$ cat src/rtl/lsu_mem_stage_if.sv
// Word-wide data SRAM port driven by the MEM-stage load/store unit.
// Request side: req/we/addr/be/wdata accepted on gnt; read data returns later with rvalid.
interface lsu_mem_stage_if #(
    parameter int ADDR_W = 9,
    parameter int DATA_W = 32
);
    logic              m_req;
    logic              m_we;
    logic [ADDR_W-3:0] m_addr;
    logic [3:0]        m_be;
    logic [DATA_W-1:0] m_wdata;
    logic              m_gnt;
    logic              m_rvalid;
    logic [DATA_W-1:0] m_rdata;

    modport master (
        output m_req, m_we, m_addr, m_be, m_wdata,
        input  m_gnt, m_rvalid, m_rdata
    );

    modport slave (
        input  m_req, m_we, m_addr, m_be, m_wdata,
        output m_gnt, m_rvalid, m_rdata
    );
endinterface

$ cat src/rtl/lsu_mem_stage.sv
// RV32I MEM-stage load/store unit: SRAM req/gnt/rvalid handshake, store lane steering, load extension.
// Optional macro LSU_MISALIGN_TRAP_EN: misaligned H/W accesses finish without a memory request and flag misalign.
//
// state  | meaning
// S_IDLE | no access in flight; a strobe launches one (stall raised combinationally)
// S_REQ  | m_req high, request fields held until m_gnt
// S_WAIT | read granted, waiting for m_rvalid
// S_DONE | done pulse, stall low; strobes still present belong to the finished instruction
module lsu_mem_stage #(
    parameter int ADDR_W = 9,
    parameter int DATA_W = 32
) (
    input  logic              clk,
    input  logic              reset,
    input  logic              mem_read,
    input  logic              mem_write,
    input  logic [ADDR_W-1:0] addr,
    input  logic [DATA_W-1:0] wr_data,
    input  logic [2:0]        funct3,
    output logic              stall,
    output logic              done,
    output logic [DATA_W-1:0] rd_data,
    output logic              misalign,
    lsu_mem_stage_if.master   mem
);
    typedef enum logic [1:0] {S_IDLE, S_REQ, S_WAIT, S_DONE} state_t;

    state_t state_q, state_d;

    logic              we_q;
    logic [ADDR_W-3:0] waddr_q;
    logic [3:0]        be_q;
    logic [DATA_W-1:0] wdata_q;
    logic [1:0]        off_q;
    logic [2:0]        f3_q;
    logic              mis_q;
    logic [DATA_W-1:0] rd_data_q;

    logic              size_h;
    logic              size_w;
    logic [1:0]        off_d;
    logic [3:0]        be_d;
    logic [DATA_W-1:0] wdata_d;
    logic              mis_d;
    logic              launch;
    logic [7:0]        ld_byte;
    logic [15:0]       ld_half;
    logic [DATA_W-1:0] load_ext;

    // Size decode: funct3[1] set covers W and the undefined encodings, all treated as W.
    always_comb begin
        size_h  = (funct3[1:0] == 2'b01);
        size_w  = funct3[1];
        off_d   = addr[1:0];
        if (size_w) begin
            off_d = 2'b00;
        end else if (size_h) begin
            off_d[0] = 1'b0;
        end
        be_d    = 4'b1111;
        wdata_d = wr_data;
        if (size_h) begin
            wdata_d = {2{wr_data[15:0]}};
        end else if (!size_w) begin
            wdata_d = {4{wr_data[7:0]}};
        end
        if (!mem_read) begin
            if (size_h) begin
                be_d = 4'b0011 << off_d;
            end else if (!size_w) begin
                be_d = 4'b0001 << off_d;
            end
        end
    end

`ifdef LSU_MISALIGN_TRAP_EN
    assign mis_d = (size_h & addr[0]) | (size_w & (addr[1:0] != 2'b00));
`else
    assign mis_d = 1'b0;
`endif

    always_comb begin
        ld_byte = mem.m_rdata[{off_q, 3'b000} +: 8];
        ld_half = mem.m_rdata[{off_q[1], 4'b0000} +: 16];
        case (f3_q[1:0])
            2'b00:   load_ext = {{24{ld_byte[7] & ~f3_q[2]}}, ld_byte};
            2'b01:   load_ext = {{16{ld_half[15] & ~f3_q[2]}}, ld_half};
            default: load_ext = mem.m_rdata;
        endcase
    end

    always_comb begin
        state_d = state_q;
        stall   = 1'b0;
        launch  = 1'b0;
        case (state_q)
            S_IDLE: begin
                if (mem_read || mem_write) begin
                    stall   = 1'b1;
                    launch  = 1'b1;
                    state_d = mis_d ? S_DONE : S_REQ;
                end
            end
            S_REQ: begin
                stall = 1'b1;
                if (mem.m_gnt) begin
                    state_d = we_q ? S_DONE : S_WAIT;
                end
            end
            S_WAIT: begin
                stall = 1'b1;
                if (mem.m_rvalid) begin
                    state_d = S_DONE;
                end
            end
            S_DONE: begin
                state_d = S_IDLE;
            end
            default: begin
                state_d = S_IDLE;
            end
        endcase
    end

    always_ff @(posedge clk) begin
        if (reset) begin
            state_q   <= S_IDLE;
            we_q      <= 1'b0;
            waddr_q   <= '0;
            be_q      <= 4'b0000;
            wdata_q   <= '0;
            off_q     <= 2'b00;
            f3_q      <= 3'b000;
            mis_q     <= 1'b0;
            rd_data_q <= '0;
        end else begin
            state_q <= state_d;
            if (launch) begin
                we_q    <= ~mem_read;
                waddr_q <= addr[ADDR_W-1:2];
                be_q    <= be_d;
                wdata_q <= wdata_d;
                off_q   <= off_d;
                f3_q    <= funct3;
                mis_q   <= mis_d;
                if (mis_d) begin
                    rd_data_q <= '0;
                end
            end
            if ((state_q == S_WAIT) && mem.m_rvalid) begin
                rd_data_q <= load_ext;
            end
        end
    end

    assign done        = (state_q == S_DONE);
    assign misalign    = done & mis_q;
    assign rd_data     = rd_data_q;
    assign mem.m_req   = (state_q == S_REQ);
    assign mem.m_we    = we_q;
    assign mem.m_addr  = waddr_q;
    assign mem.m_be    = be_q;
    assign mem.m_wdata = wdata_q;
endmodule

$ cat src/flat_wrapper.sv
// flat-port wrapper written by rule: the top's interface ports become plain ports
module lsu_mem_stage_flat 
#(
    parameter int ADDR_W = 9,
    parameter int DATA_W = 32
)
  (clk, reset, mem_read, mem_write, addr, wr_data, funct3, stall, done, rd_data, misalign, mem_m_req, mem_m_we, mem_m_addr, mem_m_be, mem_m_wdata, mem_m_gnt, mem_m_rvalid, mem_m_rdata);
  lsu_mem_stage_if #(.ADDR_W(ADDR_W), .DATA_W(DATA_W)) mem_i ();
  input  logic clk;
  input  logic reset;
  input  logic mem_read;
  input  logic mem_write;
  input  logic [ADDR_W-1:0] addr;
  input  logic [DATA_W-1:0] wr_data;
  input  logic [2:0] funct3;
  output logic stall;
  output logic done;
  output logic [DATA_W-1:0] rd_data;
  output logic misalign;
  output wire logic [$bits(mem_i.m_req)-1:0] mem_m_req;
  output wire logic [$bits(mem_i.m_we)-1:0] mem_m_we;
  output wire logic [$bits(mem_i.m_addr)-1:0] mem_m_addr;
  output wire logic [$bits(mem_i.m_be)-1:0] mem_m_be;
  output wire logic [$bits(mem_i.m_wdata)-1:0] mem_m_wdata;
  input wire logic [$bits(mem_i.m_gnt)-1:0] mem_m_gnt;
  input wire logic [$bits(mem_i.m_rvalid)-1:0] mem_m_rvalid;
  input wire logic [$bits(mem_i.m_rdata)-1:0] mem_m_rdata;
  assign mem_m_req = mem_i.m_req;
  assign mem_m_we = mem_i.m_we;
  assign mem_m_addr = mem_i.m_addr;
  assign mem_m_be = mem_i.m_be;
  assign mem_m_wdata = mem_i.m_wdata;
  assign mem_i.m_gnt = mem_m_gnt;
  assign mem_i.m_rvalid = mem_m_rvalid;
  assign mem_i.m_rdata = mem_m_rdata;
  lsu_mem_stage #(.ADDR_W(ADDR_W), .DATA_W(DATA_W)) u_core (.clk(clk), .reset(reset), .mem_read(mem_read), .mem_write(mem_write), .addr(addr), .wr_data(wr_data), .funct3(funct3), .stall(stall), .done(done), .rd_data(rd_data), .misalign(misalign), .mem(mem_i));
endmodule
$ cat config.mk
export PLATFORM = sky130hd
export DESIGN_NAME = lsu_mem_stage_flat
export DESIGN_NICKNAME = d
export VERILOG_FILES = /design/src/rtl/lsu_mem_stage_if.sv /design/src/rtl/lsu_mem_stage.sv /design/src/flat_wrapper.sv
export SDC_FILE = /design/constraint.sdc
export NUM_CORES = 1
export LEC_CHECK = 0
export ABC_AREA = 1
export ABC_CLOCK_PERIOD_IN_PS = 4200
export CAP_MARGIN = 20
export CELL_PAD_IN_SITES_DETAIL_PLACEMENT = 0
export CELL_PAD_IN_SITES_GLOBAL_PLACEMENT = 1
export CORE_ASPECT_RATIO = 0.75
export CORE_UTILIZATION = 32
export CTS_CLUSTER_DIAMETER = 80
export DETAILED_ROUTE_END_ITERATION = 12
export PLACE_DENSITY = 0.91
export SLEW_MARGIN = 15
export SYNTH_ARGS = -nofsm -noshare
export SYNTH_HDL_FRONTEND = slang
export SYNTH_SLANG_ARGS = --single-unit
$ cat constraint.sdc
create_clock -name clk -period 4.2 [get_ports clk]
set_input_delay 0.63 -clock clk [delete_from_list [all_inputs] [get_ports clk]]
set_output_delay 0.63 -clock clk [all_outputs]
set_load 0.005 [all_outputs]
# Yosys cells after proc, flatten, opt, wreduce, memory -nomap -nowiden
# Index checks and enable logic that the tools add are counted.
[op_classes]
addsub = 0
multipliers = 0
div_mod_pow = 0
order_cmp = 0
eq_ne = 8
shift = 4
mux = 17
bitwise_logic = 4
reduce_logical = 6
[op_table]
columns = ["cell", "count"]
rows = [
  ["two-way mux 32 bit", 2],
  ["one-hot mux 32 bit (2 select lines)", 1],
  ["variable part select 32 x 6 -> 16 bit", 1],
  ["variable part select 32 x 6 -> 8 bit", 1],
  ["two-way mux 4 bit", 3],
  ["one-hot mux 2 bit (4 select lines)", 1],
  ["== test 2 x 1 -> 1 bit (second input constant)", 3],
  ["two-way mux 1 bit", 6],
  ["two-way mux 2 bit", 3],
  ["== test 2 bit (second input constant)", 2],
  ["logical NOT 2 bit", 2],
  ["inequality test 2 x 1 -> 1 bit (second input constant)", 2],
  ["left shift 1 x 2 -> 4 bit (first input constant)", 1],
  ["left shift 2 x 2 -> 4 bit (first input constant)", 1],
  ["AND reduction 3 bit", 1],
  ["AND 1 bit", 2],
  ["inequality test 2 bit (second input constant)", 1],
  ["NOT 1 bit", 2],
  ["one-hot mux 1 bit (2 select lines)", 1],
  ["OR reduction 2 bit", 1],
  ["logical AND 1 bit", 1],
  ["logical OR 1 bit", 1],
]
[word_totals]
regBits = 83
latchBits = 0
ram_bits = 0
rom_bits = 0
input_bits = 82
output_inout_bits = 80
elab_cells = 47
memories = 0

# Depth between registers and ports, before layout
# Gate-level depths: netlist of the first run.
[logic_depth]
depth_word = 7
mapped_depth = 10
ltp_nobuf = 9

# Least setup slack after synthesis of the first run
# OpenSTA, ideal clock, no wires.
[synth_path]
path_type = "input to output"
from = "in mem_read"
to = "out stall"
arrival_time_ns = 1.431
required_time_ns = 3.570
setup_slack_ns = 2.139
stages = 8
n_path_buf = 2
path_cell_list = "inv_1 -> nand2_1 -> nand2_1 -> inv_1 -> buf_2 -> buf_2 -> nor2_1 -> nor2_1"
[synth_via]
elab_chain_len = 3
[synth_rtl]
columns = ["item", "line_no", "rtl"]
rows = [
  ["from (decl)", "flat_wrapper.sv:11", "input logic mem_read;"],
  ["logical OR 1 bit", "lsu_mem_stage.sv:98", "if (mem_read || mem_write) begin"],
  ["two-way mux 1 bit", "lsu_mem_stage.sv:98", ""],
  ["one-hot mux 1 bit (2 select lines)", "lsu_mem_stage.sv:96", "case (state_q)"],
  ["to (decl)", "flat_wrapper.sv:16", "output logic stall;"],
]
# No other way between the ends.

# Worst setup path in the final report of the first run
# Ends and elaborated chain as after synthesis.

==> parameters.txt, run 1 <==
Parameter                              Value

Worst setup path
  Critical Path Source Type ... input port
  Largest driver fanout on the critical path ... 2
  Setup crit end kind ... output port
  WP data required ... 3.57 ns
  Reg-to-reg startpoint ... u_core.state_q[0]
  Terminus of the critical flop-to-flop path ... u_core.rd_data[27]
  Register-to-Register Setup Slack ... 1.67 ns
  Setup crit end ... stall
  Worst endpoint data arrival time ... 2.02 ns
  Beginning of the critical path ... mem_read
  Kind of critical path ... input port to output port
  Number of cell instances on the worst register-to-register path ... 8

Layout
  Layout-stage area growth over the synthesis result ... 50.3%
  Fill cell instance count of the final layout ... 1099
  Register area ... 1660 um2
  Number of antenna diodes ... 0
  NumNets Final ... 783
  Share of final-layout standard cells stronger than drive strength 1 ... 0.0646
  Total area of multi-input combinational cells ... 2020 um2

Global routing
  Congestion Overflow GR ... 0
  Maximum number of pins on one net before global-route repair ... 48
  Number of antenna violations at the first check in global routing ... 0
  First-pass GRT wire length ... 21.4 mm
  Global Route Usage Sum ... 0.208
  Via count of the first global-routing pass ... 4096

Timing
  Total Negative Setup Slacks ... 0 ns
  Max-slew violation total from the final report ... 0
  Time the final worst path needs with I/O delays and setup ... 2.65 ns
  Number of setup violations in the final report ... 0
  Fraction of the cycle the final worst path needs ... 0.632
  Peak clock frequency supported by timing ... 377 MHz
  Final hold vios ... 0
  Setup repair after global routing missed its margin ... false
  Largest clock skew in the final design ... 0.00496 ns
  Worst slew margin relative to its limit ... 0.499
  Worst-margin pin slew ... 0.751 ns

Die
  Die height ... 98.9 um
  Floorplan Core Area ... 11900 um2
  Starting density of the core ... 0.337
  Number of placement rows ... 34
  Area of the die ... 13000 um2
  Width of the die ... 131 um
  IO Pins ... 162

Logic synthesis
  Total standard cell area after synthesis ... 4000 um2
  #FFs+latches synth ... 83
  Ranking of synthesized cells by area ... sky130_fd_sc_hd__dfxtp_1, sky130_fd_sc_hd__nand2_1, sky130_fd_sc_hd__a21oi_1
  Most instantiated library cell after synthesis ... sky130_fd_sc_hd__nand2_1
  Top cell type's share of synthesized area ... 0.415
  Number of standard cells after synthesis ... 549
  Commonest cells post-synth ... sky130_fd_sc_hd__nand2_1, sky130_fd_sc_hd__dfxtp_1, sky130_fd_sc_hd__a21oi_1, sky130_fd_sc_hd__o21ai_0, sky130_fd_sc_hd__nor2_1
  Library cells used by synthesis ... 34
  Syn. warnings ... 0
  Biggest area consumer among synthesized cells ... sky130_fd_sc_hd__dfxtp_1
  Async set-reset flop share out of synthesis ... 0
  Synthesized net count ... 640
  Commonest register cell after synthesis ... sky130_fd_sc_hd__dfxtp_1
  Fraction of the yosys area taken by sequential cells ... 0.415
  Avg Cell Area, Syn ... 7.29 um2
  Number of synthesized flops with an enable pin ... 0

Route
  Post-route DRC ... 0
  Vias/cell ... 4.93
  Number of optimization iterations in the first detailed-route pass ... 5
  Antenna-violating nets left ... 0
  1st-iter DRT viols ... 269
  Via Count ... 4237
  Routed WL ... 13.4 mm
  Routed WL per cell ... 15.6 um

Placement
  Port Buffers ... 160
  Placer congestion estimate ... 0.848
  Half-perimeter wire length of the detailed placement result ... 9.73 mm

Power
  Peak ir drop on the vdd network ... 0.258 mV
  Total Power Consumption ... 3.54 mW
  Power density over cell area ... 589 nW/um2
  Static leakage ... 2.49 nW

Flow run
  Max-cap violation count ... 0

Clock network
  Longest Clk Path Bufs ... 2
  Number of clock buffers inserted by TritonCTS ... 9
  Number of buffers inserted to repair setup after CTS ... 0
  Root buffer cell ... sky130_fd_sc_hd__clkbuf_16
  TritonCTS Sinks ... 83
  Deepest level of the CTS H-tree ... 3
  Clock tree from TritonCTS ... built
  Clk_lat worst skew ... 0.34 ns
  Clk pin slew, worst setup/hold paths ... 0.06 ns
  Cts-stage hold buffer count ... 0
  Total of cells resized after clock tree synthesis ... 0

Run status
  Run status ... completed

Hold path
  Type of the most critical hold path ... flip-flop to flip-flop
cells in the final DEF (no fill, tap or decap), drive strengths merged:
| cell type | n |
|---|---|
| clkinv | 7 |
| nand4 | 8 |
| clkdlybuf4s50 | 160 |
| a41oi | 1 |
| dfxtp | 83 |
| nand2 | 136 |
| nor2 | 61 |
| o211ai | 7 |
| clkinvlp | 1 |
| o22ai | 3 |
| o21ai | 59 |
| bufinv | 1 |
| a22oi | 2 |
| nor3 | 1 |
| clkbuf | 10 |
| a21oi | 71 |
| conb | 1 |
| inv | 35 |
| a31oi | 14 |
| buf | 8 |
| o21a | 1 |
| nand3 | 18 |
| ha | 9 |
per-stage QoR:
step,setup slack (ns),hold slack [ns],util,cells,area (um2)
floorplan,2.14,0.475,-,549,4000
global placement,1.43,0.462,0.479,842,5680
detailed placement,1.30,0.476,0.479,842,5680
CTS,1.54,0.492,0.505,858,5990
global route,1.44,0.504,0.507,859,6020
finish,1.55,0.491,0.507,859,6020
per-layer routing:
layer | part of all wire | global-route usage | vias to the layer above | routed length [um]
met5 | 0 | 0 | - | 0
met4 | 0.015 | 0.0525 | 0 | 202
met2 | 0.43 | 0.321 | 163 | 5810
met1 | 0.48 | 0.287 | 1954 | 6480
met3 | 0.069 | 0.0550 | 18 | 920
li1 | - | - | 2102 | -
layout make-up:
class / instances / share of cell area
Clock buffer: 10 / 0.0397
Clock inverter: 6 / 0.0108
Inverter: 38 / 0.0250
Multi-Input combinational cell: 392 / 0.335
Sequential cell: 83 / 0.276
Tap cell: 162 / 0.0337
Timing Repair Buffer: 168 / 0.280
flip-flops by register name, indices dropped and copies added, names as in the netlist:
name and cells:
u_core.mem.m_wdata 32, u_core.rd_data 32, u_core.mem.m_addr 7, u_core.mem.m_be 4, u_core.f3_q 3, u_core.off_q 2
u_core.state_q 2, u_core.mem.m_we 1
worst max-delay path: stages:
cell	delay (ns)
sky130_fd_sc_hd__clkdlybuf4s50_1	0.46
sky130_fd_sc_hd__inv_1	0.05
sky130_fd_sc_hd__nand2_1	0.10
sky130_fd_sc_hd__nand2_1	0.08
sky130_fd_sc_hd__inv_1	0.07
sky130_fd_sc_hd__nor2_1	0.04
sky130_fd_sc_hd__nor2_1	0.09
sky130_fd_sc_hd__clkdlybuf4s50_1	0.50
cells by family after synthesis:
| logic type | count (synthesis) | synth area share |
|---|---|---|
| and+or+nand+nor | 224 | 0.236 |
| AOI/OAI and AO/OA | 158 | 0.238 |
| DFF | 83 | 0.415 |
| buffers and inverters | 74 | 0.0816 |
| adders and majority gates | 9 | 0.0281 |
| other | 1 | 0.000937 |
worst min path at each step:
stage,startpoint,to,slack [ns],cells after the start
2_1_floorplan,u_core.mem.m_we,u_core.mem.m_we,0.47,2
3_3_place_gp,u_core.mem.m_wdata[3],u_core.mem.m_wdata[3],0.46,2
3_5_place_dp,u_core.mem.m_wdata[5],u_core.mem.m_wdata[5],0.48,2
4_1_cts,u_core.mem.m_wdata[5],u_core.mem.m_wdata[5],0.49,2
5_1_grt,u_core.mem.m_wdata[5],u_core.mem.m_wdata[5],0.50,2
6_report,u_core.mem.m_wdata[5],u_core.mem.m_wdata[5],0.49,2
power by group:
group	internal (mW)	total [mW]	switching (mW)	leakage, nW
logic	0.726	1.54	0.814	1.65
registers	1.03	1.19	0.157	0.684
clock network	0.477	0.813	0.336	0.148
No activity file was read; power rests on OpenSTA's default activity.
==> run 2, diff against run 1 <==
--- a/config.mk
+++ b/config.mk
@@ -6,15 +6,15 @@
 export NUM_CORES = 1
 export LEC_CHECK = 0
 export ABC_AREA = 1
-export ABC_CLOCK_PERIOD_IN_PS = 4200
+export ABC_CLOCK_PERIOD_IN_PS = 2500
 export CAP_MARGIN = 20
 export CELL_PAD_IN_SITES_DETAIL_PLACEMENT = 0
 export CELL_PAD_IN_SITES_GLOBAL_PLACEMENT = 1
 export CORE_ASPECT_RATIO = 0.75
-export CORE_UTILIZATION = 32
+export CORE_UTILIZATION = 30
 export CTS_CLUSTER_DIAMETER = 80
 export DETAILED_ROUTE_END_ITERATION = 12
-export PLACE_DENSITY = 0.91
+export PLACE_DENSITY = 0.86
 export SLEW_MARGIN = 15
 export SYNTH_ARGS = -nofsm -noshare
 export SYNTH_HDL_FRONTEND = slang
==> constraint.sdc (replaced) <==
create_clock -name clk -period 2.5 [get_ports clk]
set_input_delay 0.375 -clock clk [delete_from_list [all_inputs] [get_ports clk]]
set_output_delay 0.375 -clock clk [all_outputs]
set_load 0.005 [all_outputs]
==> run 2 against run 1 <==
Effect of this change:
- routed wire length fell by 1.8%
- critical endpoint unchanged
- flip-flop and latch count did not move
- largest cell class unchanged
- clock skew rose by 0.0017 ns
- final cell count rose by 1.4%
- core utilization fell by 4.2 points
- count of clock-buffer cells in the layout did not move
==> parameters.txt, run 2 (synthesis gave the netlist of run 1 again) <==
Parameter                              Value

Run status
  Run status ... completed

Route
  Routed WL per cell ... 15.1 um (-3.1%)
  Number of optimization iterations in the first detailed-route pass ... 5 (unchanged)
  Antenna-violating nets left ... 0 (unchanged)
  Vias/cell ... 4.85 (-1.7%)
  Post-route DRC ... 0 (unchanged)
  Routed WL ... 13.2 mm (-1.8%)
  1st-iter DRT viols ... 257 (-4.5%)
  Via Count ... 4225 (-0.28%)

Placement
  Port Buffers ... 160 (unchanged)
  Placed cell area ... 5740 um2 (+0.95%)
  Placer congestion estimate ... 0.801 (-5.6%)
  Half-perimeter wire length of the detailed placement result ... 9.61 mm (-1.2%)
  Setup WS pre-CTS ... 0.363 ns (-0.942 ns)

Global routing
  Global Route Usage Sum ... 0.189 (-0.0190)
  Number of antenna violations at the first check in global routing ... 0 (unchanged)
  First-pass GRT wire length ... 20.3 mm (-5.5%)
  Congestion Overflow GR ... 0 (unchanged)
  Maximum number of pins on one net before global-route repair ... 48 (unchanged)
  Via count of the first global-routing pass ... 3932 (-4.0%)

Die
  Floorplan Core Area ... 13000 um2 (+9.7%)
  Area of the die ... 13800 um2 (+6.5%)
  Die height ... 102 um (+3.2%)
  Starting density of the core ... 0.308 (-0.0298)
  IO Pins ... 162 (unchanged)
  Number of placement rows ... 36 (+5.9%)
  Width of the die ... 135 um (+3.2%)

Worst setup path
  WP data required ... 2.12 ns (-1.45 ns)
  Critical Path Source Type ... flip-flop
  Beginning of the critical path ... u_core.state_q[0]
  Setup crit end kind ... output port
  Worst endpoint data arrival time ... 1.83 ns (-0.19 ns)
  Largest driver fanout on the critical path ... 6 (+4)
  Kind of critical path ... flip-flop to output port
  Reg-to-reg startpoint ... u_core.state_q[0]

Clock network
  Number of buffers inserted to repair setup after CTS ... 0 (unchanged)
  Deepest level of the CTS H-tree ... 3 (unchanged)
  Clock tree from TritonCTS ... built
  Number of clock buffers inserted by TritonCTS ... 9 (unchanged)
  Clk pin slew, worst setup/hold paths ... 0.06 ns (about the same)
  Total of cells resized after clock tree synthesis ... 0 (unchanged)
  TritonCTS Sinks ... 83 (unchanged)
  Longest Clk Path Bufs ... 2 (unchanged)
  Root buffer cell ... sky130_fd_sc_hd__clkbuf_16
  Clk_lat worst skew ... 0.34 ns (about the same)
  Cts-stage hold buffer count ... 0 (unchanged)

Hold path
  Hold Crit Start ... u_core.mem.m_wdata[0]
  Type of the most critical hold path ... flip-flop to flip-flop

Layout
  Commonest cells after routing, fill and taps aside ... sky130_fd_sc_hd__clkdlybuf4s50_1, sky130_fd_sc_hd__nand2_1, sky130_fd_sc_hd__dfxtp_1, sky130_fd_sc_hd__a21oi_1, sky130_fd_sc_hd__o21ai_0
  Layout-stage area growth over the synthesis result ... 51.1%
  NumNets Final ... 786 (+0.38%)
  Number of antenna diodes ... 0 (unchanged)
  Register area ... 1660 um2 (unchanged)
  Final core utilization ... 0.465 (-0.0422)
  Most common cell after layout, fill and taps aside ... sky130_fd_sc_hd__clkdlybuf4s50_1
  Total area of multi-input combinational cells ... 2020 um2 (unchanged)
  Share of final-layout standard cells stronger than drive strength 1 ... 0.0686 (+0.00401)
  Final standard cell area without fillers ... 6050 um2 (+0.54%)
  Fill cell instance count of the final layout ... 1264 (+15%)

Timing
  Total Negative Setup Slacks ... 0 ns (unchanged)
  Number of setup violations in the final report ... 0 (unchanged)
  Time the final worst path needs with I/O delays and setup ... 2.21 ns
  PnR worst setup slack ... 0.293 ns (-1.25 ns)
  Max-slew violation total from the final report ... 0 (unchanged)
  Peak clock frequency supported by timing ... 453 MHz
  Final hold vios ... 0 (unchanged)
  Largest clock skew in the final design ... 0.00670 ns (+0.00174 ns)
  Fraction of the cycle the final worst path needs ... 0.883
  Worst-margin pin slew ... 0.648 ns (-0.103 ns)
  Worst slew margin relative to its limit ... 0.568 (+0.0691)
  Setup repair after global routing missed its margin ... false

Power
  Power density over cell area ... 985 nW/um2 (+67%)
  Peak ir drop on the vdd network ... 0.739 mV (+190%)
  Static leakage ... 2.50 nW (+0.50%)

Flow run
  Max-cap violation count ... 0 (unchanged)
==> run 2: cell types whose count changed in the layout (fill, tap and decap cells not counted) <==
cell | before | now
sky130_fd_sc_hd__clkinvlp_4 | 1 | 2
sky130_fd_sc_hd__buf_12 | 0 | 1
sky130_fd_sc_hd__buf_4 | 7 | 10
sky130_fd_sc_hd__clkinv_4 | 3 | 2
sky130_fd_sc_hd__buf_16 | 1 | 0
sky130_fd_sc_hd__inv_6 | 0 | 2
sky130_fd_sc_hd__clkinv_2 | 2 | 0
==> run 2: power breakdown <==
part / leakage, nW / switching [mW] / total (mW) / internal (mW)
clock network: 0.146 / 0.570 / 1.38 / 0.810
registers: 0.684 / 0.258 / 1.99 / 1.73
logic: 1.67 / 1.36 / 2.59 / 1.22
total: 2.50 / 2.19 / 5.96 / 3.77
==> run 2: stage by stage <==
step,hold WS (ns),std cells,power (mW)
floorplan,0.475,549,3.36
global placement,0.463,855,4.55
detailed placement,0.469,855,4.60
CTS,0.484,871,6.00
global route,0.509,871,6.38
finish,0.479,871,5.96
==> run 2: worst paths after layout <==
path                           endpoint  slack, ns  cells after the start
setup / recovery                  stall       0.29                      5
hold / removal    u_core.mem.m_wdata[0]       0.48                      2
setup reg to reg     u_core.mem.m_be[1]       0.72                      8
hold reg to reg   u_core.mem.m_wdata[0]       0.48                      2
==> run 2: worst max-delay path, cell delays in order (launching register included) <==
cell and delay [ns]:
sky130_fd_sc_hd__dfxtp_1 0.43, sky130_fd_sc_hd__inv_1 0.11, sky130_fd_sc_hd__ha_1 0.33, sky130_fd_sc_hd__nor2_1 0.05, sky130_fd_sc_hd__nor2_1 0.08, sky130_fd_sc_hd__clkdlybuf4s50_1 0.50
==> run 2: cell type report <==
cell class              count  share of cell area
multi-input cells         392               0.333
repair buffers            171               0.281
flip-flops and latches     83               0.275
clock buffers              10              0.0395
well taps                 171              0.0354
inverters                  38              0.0248
clock inverters             6              0.0118
==> run 2: per-layer routing <==
metal	vias up	global-route usage	wire length (um)
li1	2113	-	-
met1	1936	0.262	6420
met2	170	0.289	5650
met3	6	0.0615	1010
met4	0	0.0320	96
met5	-	0	0
